[config.mk]
export PLATFORM = sky130hd
export DESIGN_NAME = bin_2_bcd_seq_converter
export DESIGN_NICKNAME = d
export VERILOG_FILES = /design/src/rtl/bin_2_bcd_seq_converter.sv
export SDC_FILE = /design/constraint.sdc
export NUM_CORES = 1
export LEC_CHECK = 0
export ABC_CLOCK_PERIOD_IN_PS = 4200
export CORE_UTILIZATION = 56
export CTS_CLUSTER_SIZE = 20
export DETAILED_ROUTE_END_ITERATION = 7
export PLACE_DENSITY_LB_ADDON = 0.25
export SYNTH_ARGS = -nofsm -noshare
export SYNTH_HDL_FRONTEND = slang
export SYNTH_SLANG_ARGS = --single-unit
export TNS_END_PERCENT = 100
[constraint.sdc]
create_clock -name clk -period 4.2 [get_ports clk]
set_input_delay 0.84 -clock clk [delete_from_list [all_inputs] [get_ports clk]]
set_output_delay 0.84 -clock clk [all_outputs]
set_load 0.02 [all_outputs]
[src/rtl/bin_2_bcd_seq_converter.sv]
// -----------------------------------------------------------------------------
// bin_2_bcd_seq_converter
//
// Converts CHANNELS packed unsigned binary words into BCD, one channel at a
// time, by iterative shift-add-3 (double dabble). Used on the RTC display path
// between the DS1302 register unpacker and the 7-segment driver.
// Default use is ch0 = seconds, ch1 = minutes, ch2 = hours.
//
// Parameters
//   IN_W      binary width per channel (>=1)
//   DIGITS    BCD digits presented per channel (>=1)
//   CHANNELS  number of channels (>=1)
//
// Ports
//   clk        in   rising-edge clock
//   rst        in   asynchronous, active-high reset
//   in_valid   in   bin_in is valid
//   in_ready   out  converter idle and able to accept a transfer
//   bin_in     in   CHANNELS*IN_W packed binary words, ch0 at the LSBs
//   out_valid  out  bcd_out/ovf hold a complete result
//   out_ready  in   consumer accepts the result
//   bcd_out    out  CHANNELS*DIGITS*4 packed BCD, ch0 at the LSBs,
//                   least-significant digit lowest within each slice
//   ovf        out  bit c set when channel c value >= 10**DIGITS
//
// Build option
//   BCD_SAT_EN  when defined, an overflowing channel reports all digits as 9;
//               otherwise it reports its low DIGITS digits (truncated).
// -----------------------------------------------------------------------------
module bin_2_bcd_seq_converter #(
  parameter int IN_W     = 6,
  parameter int DIGITS   = 2,
  parameter int CHANNELS = 3
) (
  input  logic                         clk,
  input  logic                         rst,
  input  logic                         in_valid,
  output logic                         in_ready,
  input  logic [CHANNELS*IN_W-1:0]     bin_in,
  output logic                         out_valid,
  input  logic                         out_ready,
  output logic [CHANNELS*DIGITS*4-1:0] bcd_out,
  output logic [CHANNELS-1:0]          ovf
);

  // Enough internal digits to hold 2**IN_W-1 (8**k < 10**k).
  localparam int INT_D = (IN_W + 2) / 3;
  localparam int SW    = INT_D*4 + IN_W;
  localparam int DW    = DIGITS*4;
  localparam int PD    = (INT_D > DIGITS) ? INT_D : DIGITS;
  localparam int PW    = PD*4;
  localparam int CW    = (CHANNELS > 1) ? $clog2(CHANNELS) : 1;
  localparam int NW    = $clog2(IN_W + 1);

  localparam logic [2:0] S_IDLE  = 3'd0;
  localparam logic [2:0] S_LOAD  = 3'd1;
  localparam logic [2:0] S_SHIFT = 3'd2;
  localparam logic [2:0] S_STORE = 3'd3;
  localparam logic [2:0] S_DONE  = 3'd4;

  logic [2:0]                   r_state;
  logic [CW-1:0]                r_ch_idx;
  logic [NW-1:0]                r_cnt;
  logic                         r_out_valid;
  logic [CHANNELS*DW-1:0]       r_bcd;
  logic [CHANNELS-1:0]          r_ovf;
  logic [CHANNELS*IN_W-1:0]     r_bin;
  logic [SW-1:0]                r_sreg;

  logic [PW-1:0]                w_pad;
  logic [DW-1:0]                w_low;
  logic [DW-1:0]                w_res;
  logic                         w_ovf;

  // One double-dabble iteration: correct every digit >= 5, then shift left.
  function automatic logic [SW-1:0] dd_step(input logic [SW-1:0] s);
    logic [SW-1:0] t;
    t = s;
    for (int d = 0; d < INT_D; d++) begin
      if (t[IN_W+4*d +: 4] >= 4'd5)
        t[IN_W+4*d +: 4] = t[IN_W+4*d +: 4] + 4'd3;
    end
    return t << 1;
  endfunction

  // All-nines pattern substituted for an overflowing channel.
  function automatic logic [DW-1:0] sat_nines(input logic [DW-1:0] d, input logic of);
    logic [DW-1:0] n;
    for (int i = 0; i < DIGITS; i++) n[4*i +: 4] = 4'd9;
    return of ? n : d;
  endfunction

  // Digits of the finished channel, zero-padded up to whichever of
  // INT_D/DIGITS is larger so both the low slice and the overflow test
  // are always in range.
  always_comb begin
    w_pad = '0;
    w_pad[INT_D*4-1:0] = r_sreg[SW-1:IN_W];
  end

  assign w_low = w_pad[DW-1:0];

  generate
    if (PD > DIGITS) begin : g_ovf
      assign w_ovf = |w_pad[PW-1:DW];
    end else begin : g_no_ovf
      assign w_ovf = 1'b0;
    end
  endgenerate

`ifdef BCD_SAT_EN
  assign w_res = sat_nines(w_low, w_ovf);
`else
  assign w_res = w_low;
`endif

  // Control and registered outputs
  always_ff @(posedge clk or posedge rst) begin
    if (rst) begin
      r_state     <= S_IDLE;
      r_ch_idx    <= '0;
      r_cnt       <= '0;
      r_out_valid <= 1'b0;
      r_bcd       <= '0;
      r_ovf       <= '0;
    end else begin
      case (r_state)
        S_IDLE: begin
          if (in_valid) begin
            r_ch_idx <= '0;
            r_state  <= S_LOAD;
          end
        end
        S_LOAD: begin
          r_cnt   <= '0;
          r_state <= S_SHIFT;
        end
        S_SHIFT: begin
          r_cnt <= r_cnt + 1'b1;
          if (r_cnt == NW'(IN_W-1)) r_state <= S_STORE;
        end
        S_STORE: begin
          for (int c = 0; c < CHANNELS; c++) begin
            if (r_ch_idx == CW'(c)) begin
              r_bcd[c*DW +: DW] <= w_res;
              r_ovf[c]          <= w_ovf;
            end
          end
          if (r_ch_idx == CW'(CHANNELS-1)) begin
            r_out_valid <= 1'b1;
            r_state     <= S_DONE;
          end else begin
            r_ch_idx <= r_ch_idx + 1'b1;
            r_state  <= S_LOAD;
          end
        end
        S_DONE: begin
          if (out_ready) begin
            r_out_valid <= 1'b0;
            r_state     <= S_IDLE;
          end
        end
        default: r_state <= S_IDLE;
      endcase
    end
  end

  // Datapath: latched inputs and the shift register need no reset.
  // Channels are consumed from the LSBs of r_bin, which shifts down per load.
  always_ff @(posedge clk) begin
    case (r_state)
      S_IDLE:  if (in_valid) r_bin <= bin_in;
      S_LOAD: begin
        r_sreg <= {{(INT_D*4){1'b0}}, r_bin[IN_W-1:0]};
        r_bin  <= r_bin >> IN_W;
      end
      S_SHIFT: r_sreg <= dd_step(r_sreg);
      default: ;
    endcase
  end

  assign in_ready  = (r_state == S_IDLE) & ~rst;
  assign out_valid = r_out_valid;
  assign bcd_out   = r_bcd;
  assign ovf       = r_ovf;

endmodule

# Word level (Yosys, flattened, before mapping)
# Index checks and enable logic that the tools add are counted.
[op_classes]
n_addsub = 4
order_cmp = 2
n_eq_ne = 12
n_mux = 17
bitwise_logic = 2
n_reduce_logical = 13
[ops]
columns = ["operator", "n"]
rows = [
  ["$pmux 18 s2", 1],
  ["$pmux 14 s2", 1],
  ["$mux 18", 1],
  ["$mux 3", 5],
  ["$pmux 3 s5", 1],
  ["$ne 2x2->1 const B", 5],
  ["$reduce_and 3->1", 3],
  ["$ge 4x3->1 const B", 2],
  ["$reduce_and 2->1", 4],
  ["$reduce_bool 2->1", 4],
  ["$eq 3x2->1 const B", 2],
  ["$eq 3x3->1 const B", 2],
  ["$pmux 3 s2", 1],
  ["$add 4x2->4 const B", 1],
  ["$mux 2", 2],
  ["$mux 4", 1],
  ["$pmux 2 s2", 1],
  ["$add 3x1->3 const B", 1],
  ["$add 3x2->3 const B", 1],
  ["$eq 3x1->1 const B", 1],
  ["$logic_not 3->1", 1],
  ["$add 2x1->2 const B", 1],
  ["$eq 2x1->1 const B", 1],
  ["$eq 2x2->1 const B", 1],
  ["other kinds (5)", 6],
]
[totals]
reg_bits = 65
inputBits = 22
out_inout_bits = 29
word_cells = 59

# Logic depth before layout (Yosys ltp)
# Gate-level depths: netlist of run 1.
[logic_depth]
depth_word = 3
depth_mapped = 5
depth_no_buf = 5

# Worst setup path before layout of run 1
# Ideal clock, no wire load.
[synth_path]
path_kind = "input -> register"
start = "input port in_valid"
end = "register r_bin[0], enable pin"
setup_time_ps = 416
arrival_time_ps = 2144
setup_slack_ps = 1641
cell_stages = 2
path_cell_list = "nor2_1 -> nor3_1"
[synth_between]
elab_chain_len = 2
[synth_lines]
columns = ["item", "line", "source"]
rows = [
  ["start, declared", "37", "input logic in_valid,"],
  ["$ne 2x2->1 (no line)", "--", ""],
  ["$reduce_and 2->1 (no line)", "--", ""],
  ["end signal, assigned", "172", "S_IDLE: if (in_valid) r_bin <= bin_in;"],
  ["end signal, assigned", "175", "r_bin <= r_bin >> IN_W;"],
  ["end, declared", "67", "logic [CHANNELS*IN_W-1:0] r_bin;"],
]
# Every way passes these cells.
# A chain may end at the register's enable or synchronous reset.

# Final worst setup path of run 1
[layout_path]
start = "input port rst"
end = "output port in_ready"
[layout_between]
elab_chain_len = 2
[layout_lines]
columns = ["item", "line", "source"]
rows = [
  ["start, declared", "36", "input logic rst,"],
  ["$not 1->1", "182", "assign in_ready = (r_state == S_IDLE) & ~rst;"],
  ["$and 1x1->1", "182", ""],
  ["end, declared", "38", "output logic in_ready,"],
]
# Every way passes these cells.

==> results of run 1 <==
-- layout make-up --
type                            count  area (um2)  share of cell area, %
Tap cell                           67        83.8                   2.34
Multi-Input combinational cell    131        1020                   28.4
Clock buffer                       16         170                   4.75
Inverter                           10        37.5                   1.05
Timing Repair Buffer               49         485                   13.6
Sequential cell                    65        1790                   49.9
-- worst reg2reg max path: cells and delay by family (launching register included) --
family / cells / cell delay, ns
AND/OR/NAND/NOR: 2 / 1.22
flip-flops: 1 / 0.59
-- per-stage QoR --
step / setup slack (ns) / total power [mW] / cells / area [um2] / hold WS, ns
global placement: 1.29 / 2.19 / 322 / 3410 / 0.470
global route: 1.23 / 2.85 / 338 / 3580 / 0.510
finish: 1.28 / 2.68 / 338 / 3580 / 0.490
CTS: 1.26 / 2.70 / 338 / 3580 / 0.495
detailed placement: 1.29 / 2.23 / 322 / 3410 / 0.484
floorplan: 1.64 / 1.86 / 218 / 2900 / 0.451
-- per-layer routing --
layer	part of all wire (%)	vias up	GRT usage (%)
li1	-	858	-
met1	44	848	23.8
met2	51	46	34.0
met3	3.1	10	4.25
met4	2.5	0	11.5
met5	0	-	0
-- cells by family (layout without fill, tap and decap cells) --
kind of cell | Yosys count | in the layout | share of synthesized area (%)
flip-flops | 65 | 65 | 61.8
AND/OR/NAND/NOR | 59 | 59 | 10.2
multiplexers | 42 | 42 | 16.2
buffers and inverters | 22 | 75 | 3.55
AO/OA/AOI/OAI | 17 | 17 | 3.85
adder cells (fa/ha/maj) | 9 | 9 | 3.90
other | 1 | 3 | 0.130
XOR/XNOR | 1 | 1 | 0.303
-- worst min path at each step --
stage / startpoint / to / slack, ns / depth (start not counted)
5_1_grt: r_cnt[2] / r_cnt[2] / 0.51 / 1
3_3_place_gp: r_cnt[2] / r_cnt[2] / 0.47 / 1
2_1_floorplan: r_cnt[2] / r_cnt[2] / 0.45 / 1
4_1_cts: r_cnt[2] / r_cnt[2] / 0.49 / 1
3_5_place_dp: r_cnt[2] / r_cnt[2] / 0.48 / 1
6_report: r_cnt[2] / r_cnt[2] / 0.49 / 1
-- cell usage in the layout, fill, tap and decap left out, types with 5 or more instances in the layout --
| cell | Yosys | final |
|---|---|---|
| clkdlybuf4s50_1 | 0 | 47 |
| mux2_2 | 38 | 38 |
| dfrtp_1 | 33 | 33 |
| edfxtp_1 | 32 | 32 |
| nand2_1 | 29 | 29 |
| clkbuf_8 | 0 | 11 |
| inv_1 | 10 | 10 |
| ha_1 | 9 | 9 |
| and2_1 | 8 | 8 |
| nor2_1 | 7 | 7 |
| a21oi_1 | 6 | 6 |
| clkbuf_1 | 4 | 5 |
-- state kept, by name, indices dropped and copies added, names as in the netlist --
| register | flops |
|---|---|
| bcd_out | 24 |
| r_bin | 18 |
| r_sreg | 14 |
| r_cnt | 3 |
| r_state | 3 |
| r_ch_idx | 2 |
| out_valid | 1 |
-- power breakdown --
part           leakage (nW)  internal (mW)  switching [mW]
logic                 0.670          0.494           0.512
registers             0.740           1.02           0.180
clock network        0.0850          0.248           0.219
==> reports/qor.txt, run 1 <==
DIE HEIGHT = 73.8 um
Mean Syn Cell Area = 13.4 um2
setup violators final = 0
P per Cell Area = 747 mW/mm2
pin count of the biggest net entering global routing = 34
crit path time final = 2.92 ns
critical path launch point = rst
Cells after Synth = 216
top-count cell post-synth = mux2_2
Max rail drop VDD = 0.527 mV
antenna violations before repair = 0
status = finished clean
CP arrival = 2.08 ns
highest clock rate = 342 MHz
RR Endpoint = r_sreg[9]
Synth top area share = 33.3%
Setup TNS = 0 ns
MaxCap Viol Count = 0
global-route wire length before repair = 7.96 mm
TritonCTS clock tree = done
RSZ-0062 raised after global routing = false
synthesized area = 0.00289 mm2
setup slack, reg-to-reg = 2.02 ns
warnings from Yosys = 0
FILL cells = 344
Ports = 51
worst-margin pin slew = 1.21 ns
Slew Viols, Final = 0
leakage = 1.49 nW
Clk Latency, worst-skew pair = 0.34 ns
Netlist cell types = 32
worst path buffer plus inverter count = 2
Core Footprint = 0.00485 mm2
grt ovf = 0
R2R Path Start = r_state[1]
layout cells sized above 1 = 20.3%
H-tree Lvls = 3
TritonRoute pass-1 iters = 4
initial drt markers = 93
CTS Buf Count = 9
Clock Skews = 0.00798 ns
ys async rst share = 50.8%
Post-synth top flop = dfrtp_1
post-synthesis sequential area ratio = 61.8%
required time worst endpoint = 3.36 ns
final WL = 4.68 mm
CTS Root Buffer Type = clkbuf_8
delay-heaviest family, CP = buffers and inverters
gr usage total = 20.2%
CP dominant cell by count = clkdlybuf4s50_1
# clock sinks = 65
DIE AREA = 0.00545 mm2
post-cts hold buffer count = 0
Max-slew headroom = 19.0%
gpl congestion = 0.803
Crit Path Category = in -> out
number of global-route vias before repair = 1770
row count = 25
Synth top cells by count = mux2_2 (38), dfrtp_1 (33), edfxtp_1 (32)
worst reg2reg path depth = 2
initial core utilization = 59.6%
buffers added on ports = 47
Via density = 5.21
Post-DRT Antenna Nets = 0
Synth area leader = edfxtp_1
number of synthesized flops with an enable pin = 32
stages on the worst setup path = 3
Final Net Count = 297
largest cells by area after synthesis = edfxtp_1 (33%), dfrtp_1 (29%), mux2_2 (15%)
crit path cell chain = clkdlybuf4s50_1 -> nor4_1 -> clkdlybuf4s50_1
Clk pin slew, worst setup/hold paths = 0.06 ns
# diodes = 0
Final Hold Fails = 0
CP peak stage delay = 0.65 ns
kind of end point of the critical path = primary output
Finished Core Util = 73.9%
post-cts sizing count = 0
CP max FO = 2
Tcrit/Tclk final = 69.6%
clock buffer depth = 2
Hold Path Class = reg -> reg
synth-to-layout area growth = 23.9%
crit path to = in_ready
Die W = 73.8 um
placed wire-length estimate = 3.21 mm
WL/cell = 13.8 um
CP Launch Type = input port
via count = 1762
FF+latch count, synth = 65
Crit-path slowest cell = clkdlybuf4s50_1
drc violations = 0
post-CTS setup repair buffer count = 0
(Power assumes the default switching activity.)
==> inputs of run 2 (changes only) <==
--- a/config.mk
+++ b/config.mk
@@ -5,8 +5,8 @@
 export SDC_FILE = /design/constraint.sdc
 export NUM_CORES = 1
 export LEC_CHECK = 0
-export ABC_CLOCK_PERIOD_IN_PS = 4200
-export CORE_UTILIZATION = 56
+export ABC_CLOCK_PERIOD_IN_PS = 3060
+export CORE_UTILIZATION = 52
 export CTS_CLUSTER_SIZE = 20
 export DETAILED_ROUTE_END_ITERATION = 7
 export PLACE_DENSITY_LB_ADDON = 0.25
==> constraint.sdc (replaced) <==
create_clock -name clk -period 3.06 [get_ports clk]
set_input_delay 0.612 -clock clk [delete_from_list [all_inputs] [get_ports clk]]
set_output_delay 0.612 -clock clk [all_outputs]
set_load 0.02 [all_outputs]
==> reports/qor.txt, run 2 (synthesized netlist as in run 1, its figures left out) <==
status = finished clean
pin count of the biggest net entering global routing = 34 (unchanged)
RR Endpoint = r_sreg[13]
Die W = 76.5 um (+3.7%)
via count = 1802 (+2.3%)
initial core utilization = 55.2% (-4.4 points)
Ports = 51 (unchanged)
Min-Delay Path Depth = 1 (unchanged)
layout cells sized above 1 = 21.2% (+0.95 points)
Seq pwr share = 44.7% (-0.2 points)
hold path endpoint = r_cnt[2]
Hold Path Class = reg -> reg
clock buffer depth = 2 (unchanged)
commonest non-fill, non-tap cell in the layout = clkdlybuf4s50_1
Cell Int Power = 2.44 mW (+38%)
crit path time final = 2.48 ns
CP peak stage delay = 0.65 ns (about the same)
buffers added on ports = 47 (unchanged)
H-tree Lvls = 3 (unchanged)
Max-slew headroom = 56.1% (+37 points)
Post-DRT Antenna Nets = 0 (unchanged)
Final Net Count = 300 (+1.0%)
worst reg2reg path depth = 3 (+1)
Via density = 5.25 (+0.78%)
RSZ-0062 raised after global routing = false
min-delay src = r_cnt[2]
required time worst endpoint = 2.45 ns (-0.91 ns)
setup slack, reg-to-reg = 0.97 ns (-1.05 ns)
CTS Buf Count = 9 (unchanged)
Slew Viols, Final = 0 (unchanged)
commonest non-fill, non-tap cells in the layout = clkdlybuf4s50_1 (47), mux2_2 (38), dfrtp_1 (33), edfxtp_1 (32), nand2_1 (29)
setup violators final = 0 (unchanged)
post-cts sizing count = 0 (unchanged)
delay-heaviest family, CP = buffers and inverters
total power = 3.71 mW (+39%)
antenna violations before repair = 0 (unchanged)
stages on the worst setup path = 3 (unchanged)
CTS Root Buffer Type = clkbuf_8
synth-to-layout area growth = 24.7%
CP max FO = 2 (unchanged)
placed wire-length estimate = 3.33 mm (+3.7%)
R2R Path Start = r_state[1]
TritonRoute pass-1 iters = 4 (unchanged)
Tcrit/Tclk final = 81.0%
global-route wire length before repair = 8.42 mm (+5.9%)
post-cts hold buffer count = 0 (unchanged)
Crit Path Category = in -> out
MaxCap Viol Count = 0 (unchanged)
initial drt markers = 76 (-18%)
CP Launch Type = input port
leakage = 1.51 nW (+0.91%)
highest clock rate = 404 MHz
worst-margin pin slew = 0.657 ns (-0.556 ns)
max FFs per register = 24 (unchanged)
grt ovf = 0 (unchanged)
WL/cell = 14.5 um (+4.7%)
worst path buffer plus inverter count = 2 (unchanged)
FILL cells = 389 (+13%)
kind of end point of the critical path = primary output
drc violations = 0 (unchanged)
Core Footprint = 0.00524 mm2 (+8.0%)
crit path cell chain = clkdlybuf4s50_1 -> nor4_1 -> clkdlybuf4s50_1
Sw Ratio = 34.3% (+0.18 points)
Comb pwr share = 38.4% (+0.8 points)
P_sw = 1.27 mW (+39%)
Crit-path slowest cell = clkdlybuf4s50_1
P per Cell Area = 1030 mW/mm2 (+38%)
DIE HEIGHT = 76.5 um (+3.7%)
post-CTS setup repair buffer count = 0 (unchanged)
Final Hold Fails = 0 (unchanged)
Clock Skews = 0.00774 ns (-0.000246 ns)
Clk pwr share = 16.9% (-0.6 points)
Setup TNS = 0 ns (unchanged)
gpl congestion = 0.778 (-3.1%)
Max rail drop VDD = 0.651 mV (+24%)
# diodes = 0 (unchanged)
Clk pin slew, worst setup/hold paths = 0.06 ns (about the same)
# clock sinks = 65 (unchanged)
TritonCTS clock tree = done
CP dominant cell by count = clkdlybuf4s50_1
critical path launch point = rst
CP arrival = 1.87 ns (-0.21 ns)
final WL = 4.97 mm (+6.3%)
DIE AREA = 0.00586 mm2 (+7.5%)
row count = 26 (+4.0%)
number of global-route vias before repair = 1796 (+1.5%)
gr usage total = 19.3% (-0.90 points)
Clk Latency, worst-skew pair = 0.33 ns (about the same)
-- run 2: area by class of cell --
type	instances	area (um2)	area share (%)
flip-flops and latches	65	1790	49.6
multi-input cells	131	1020	28.2
repair buffers	52	508	14.1
clock buffers	15	166	4.62
well taps	70	87.6	2.43
inverters	10	37.5	1.04
-- run 2: worst reg2reg max path, cell delays in order (launching register included) --
cell	delay (ns)
dfrtp_1	0.60
or3b_1	0.40
buf_4	0.21
nand2_1	0.51
-- run 2: per-layer routing --
metal  wire length (um)  GRT usage, %  up-vias
li1                   -             -      867
met1               2280          24.6      887
met2               2420          28.9       41
met3                177          6.35        7
met4                 90          10.8        0
met5                  0             0        -
-- run 2: worst max-delay path by stage --
stage / endpoint / slack (ns)
after floorplan: r_bin[0] / 0.68
after global placement: in_ready / 0.60
after detailed placement: in_ready / 0.56
after CTS: in_ready / 0.57
after global routing: in_ready / 0.49
final: in_ready / 0.58
-- run 2: metrics by stage --
stage	area [um2]	utilization [%]	cells	hold WS (ns)	setup WS (ns)
4_1_cts	3600	68.8	343	0.483	0.569
2_1_floorplan	2900	-	218	0.451	0.681
6_report	3600	68.8	343	0.483	0.582
3_3_place_gp	3440	65.6	328	0.477	0.604
5_1_grt	3600	68.8	343	0.518	0.493
3_5_place_dp	3440	65.6	328	0.466	0.559
-- run 2: power groups by stage --
stage,Combinational [mW],Sequential (mW),Clock (mW)
5_1_grt,1.57,1.71,0.681
2_1_floorplan,0.792,1.76,0
3_3_place_gp,1.39,1.66,0
6_report,1.43,1.66,0.627
4_1_cts,1.44,1.66,0.637
3_5_place_dp,1.43,1.68,0
==> inputs of run 3 (changes only) <==
--- a/config.mk
+++ b/config.mk
@@ -5,7 +5,7 @@
 export SDC_FILE = /design/constraint.sdc
 export NUM_CORES = 1
 export LEC_CHECK = 0
-export ABC_CLOCK_PERIOD_IN_PS = 3060
+export ABC_CLOCK_PERIOD_IN_PS = 2410
 export CORE_UTILIZATION = 52
 export CTS_CLUSTER_SIZE = 20
 export DETAILED_ROUTE_END_ITERATION = 7
==> constraint.sdc (replaced) <==
create_clock -name clk -period 2.41 [get_ports clk]
set_input_delay 0.482 -clock clk [delete_from_list [all_inputs] [get_ports clk]]
set_output_delay 0.482 -clock clk [all_outputs]
set_load 0.02 [all_outputs]
==> reports/qor.txt, run 3 (synthesized netlist as in run 1, its figures left out) <==
setup slack, reg-to-reg = 0.54 ns (-0.43 ns)
MaxCap Viol Count = 0 (unchanged)
commonest non-fill, non-tap cell in the layout = clkdlybuf4s50_1
final hold slack = 0.492 ns (+0.00918 ns)
dpl ws = 0.224 ns (-0.335 ns)
gr usage total = 18.4% (-0.83 points)
drc violations = 0 (unchanged)
crit path time final = 2.29 ns
Post-DRT Antenna Nets = 0 (unchanged)
Setup TNS = 0 ns (unchanged)
RR Endpoint = r_sreg[9]
Final Hold Fails = 0 (unchanged)
WL/cell = 14.1 um (-2.8%)
Clk pwr share = 20.7% (+3.8 points)
worst reg2reg path depth = 3 (unchanged)
number of global-route vias before repair = 1807 (+0.61%)
Crit Path Category = reg -> out
grt ovf = 0 (unchanged)
placed wire-length estimate = 3.42 mm (+2.7%)
min-delay src = r_cnt[2]
CTS Buf Count = 9 (unchanged)
pin count of the biggest net entering global routing = 34 (unchanged)
Tcrit/Tclk final = 95.1%
Sw Ratio = 33.4% (-0.82 points)
Die W = 76.5 um (unchanged)
Min-Delay Path Depth = 1 (unchanged)
Ports = 51 (unchanged)
commonest non-fill, non-tap cells in the layout = clkdlybuf4s50_1 (47), mux2_2 (38), dfrtp_1 (32), edfxtp_1 (32), nand2_1 (29)
setup violators final = 0 (unchanged)
Cell Int Power = 3.32 mW (+36%)
layout cells sized above 1 = 23.6% (+2.4 points)
post-route design area = 0.00369 mm2 (+2.4%)
via count = 1805 (+0.17%)
P per Cell Area = 1350 mW/mm2 (+31%)
Clock Skews = 0.00885 ns (+0.00111 ns)
H-tree Lvls = 3 (unchanged)
CP max FO = 13 (+11)
CTS Root Buffer Type = clkbuf_8
Via density = 5.23 (-0.41%)
R2R Path Start = r_state[0]
row count = 26 (unchanged)
# clock sinks = 65 (unchanged)
global-route wire length before repair = 8.26 mm (-2.0%)
total power = 4.99 mW (+34%)
initial drt markers = 84 (+11%)
Placed Area = 0.00346 mm2 (+0.58%)
Clk pin slew, worst setup/hold paths = 0.07 ns (about the same)
leakage = 1.55 nW (+3.0%)
antenna violations before repair = 0 (unchanged)
RSZ-0062 raised after global routing = false
kind of end point of the critical path = primary output
synth-to-layout area growth = 27.7%
hold path endpoint = r_cnt[2]
clock buffer depth = 2 (unchanged)
gpl congestion = 0.806 (+3.6%)
final WL = 4.86 mm (-2.3%)
Seq pwr share = 42.3% (-2.4 points)
DIE HEIGHT = 76.5 um (unchanged)
Hold Path Class = reg -> reg
initial core utilization = 55.2% (unchanged)
Max rail drop VDD = 0.723 mV (+11%)
TritonRoute pass-1 iters = 4 (unchanged)
required time worst endpoint = 1.93 ns (-0.52 ns)
# diodes = 0 (unchanged)
Clk Latency, worst-skew pair = 0.34 ns (about the same)
Final Worst Setup Slack = 0.117 ns (-0.465 ns)
Comb pwr share = 37.0% (-1.4 points)
buffers added on ports = 47 (unchanged)
CP Launch Type = register
max FFs per register = 24 (unchanged)
CP arrival = 1.81 ns (-0.06 ns)
Core Footprint = 0.00524 mm2 (unchanged)
Slew Viols, Final = 0 (unchanged)
highest clock rate = 436 MHz
DIE AREA = 0.00586 mm2 (unchanged)
status = finished clean
P_sw = 1.67 mW (+31%)
TritonCTS clock tree = done
Final Net Count = 301 (+0.33%)
run 3: cell count changes in the layout (fill, tap and decap cells not counted), sizes merged:
cell,delta
buf,+1
bufinv,+1
clkbuf,-4
inv,+2
clkinv,+2
run 3: how the worst max path moves through the flow:
stage | to | startpoint | cells after the start | slack (ns)
2_1_floorplan | r_bin[0] | r_state[0] | 3 | 0.03
3_3_place_gp | in_ready | rst | 3 | 0.22
3_5_place_dp | in_ready | rst | 3 | 0.22
4_1_cts | in_ready | r_state[1] | 2 | 0.06
5_1_grt | in_ready | r_state[2] | 2 | 0.003
6_report | in_ready | r_state[2] | 2 | 0.12
run 3: cell type report:
type                    count  area (um2)
flip-flops and latches     65        1790
fillers                   368        1550
multi-input cells         131        1020
repair buffers             53         528
clock buffers              11         174
well taps                  70        87.6
clock inverters             5        56.3
inverters                  10        37.5
run 3: worst max-delay path, cell delays in order (launching register included):
cell             delay, ns
dfrtp_1               0.52
nor4_1                0.31
clkdlybuf4s50_1       0.65
run 3: what timing repair did:
action	4_1_cts	5_1_grt
resized for setup	0	1
buffers inserted	0	0
hold buffers	0	0
endpoints found under the setup margin	0	1
run 3: power groups by stage:
| stage | sequential [mW] | clock (mW) | combinational (mW) |
|---|---|---|---|
| floorplan | 2.23 | 0 | 1.01 |
| finish | 2.11 | 1.03 | 1.85 |
| detailed placement | 2.13 | 0 | 1.86 |
| global placement | 2.11 | 0 | 1.80 |
| global route | 2.17 | 1.10 | 2.01 |
| CTS | 2.11 | 1.05 | 1.87 |
run 3: metrics by stage:
| step | utilization, % | instances |
|---|---|---|
| floorplan | - | 218 |
| global placement | 66.0 | 329 |
| detailed placement | 66.0 | 329 |
| CTS | 70.4 | 345 |
| global route | 70.4 | 345 |
| finish | 70.4 | 345 |
run 3: routing by layer:
| layer | track usage [%] | vias up | routed length (um) |
|---|---|---|---|
| met5 | 0 | - | 0 |
| met4 | 8.85 | 0 | 71 |
| met3 | 5.03 | 6 | 188 |
| met2 | 29.5 | 44 | 2450 |
| met1 | 23.2 | 887 | 2150 |
| li1 | - | 868 | - |
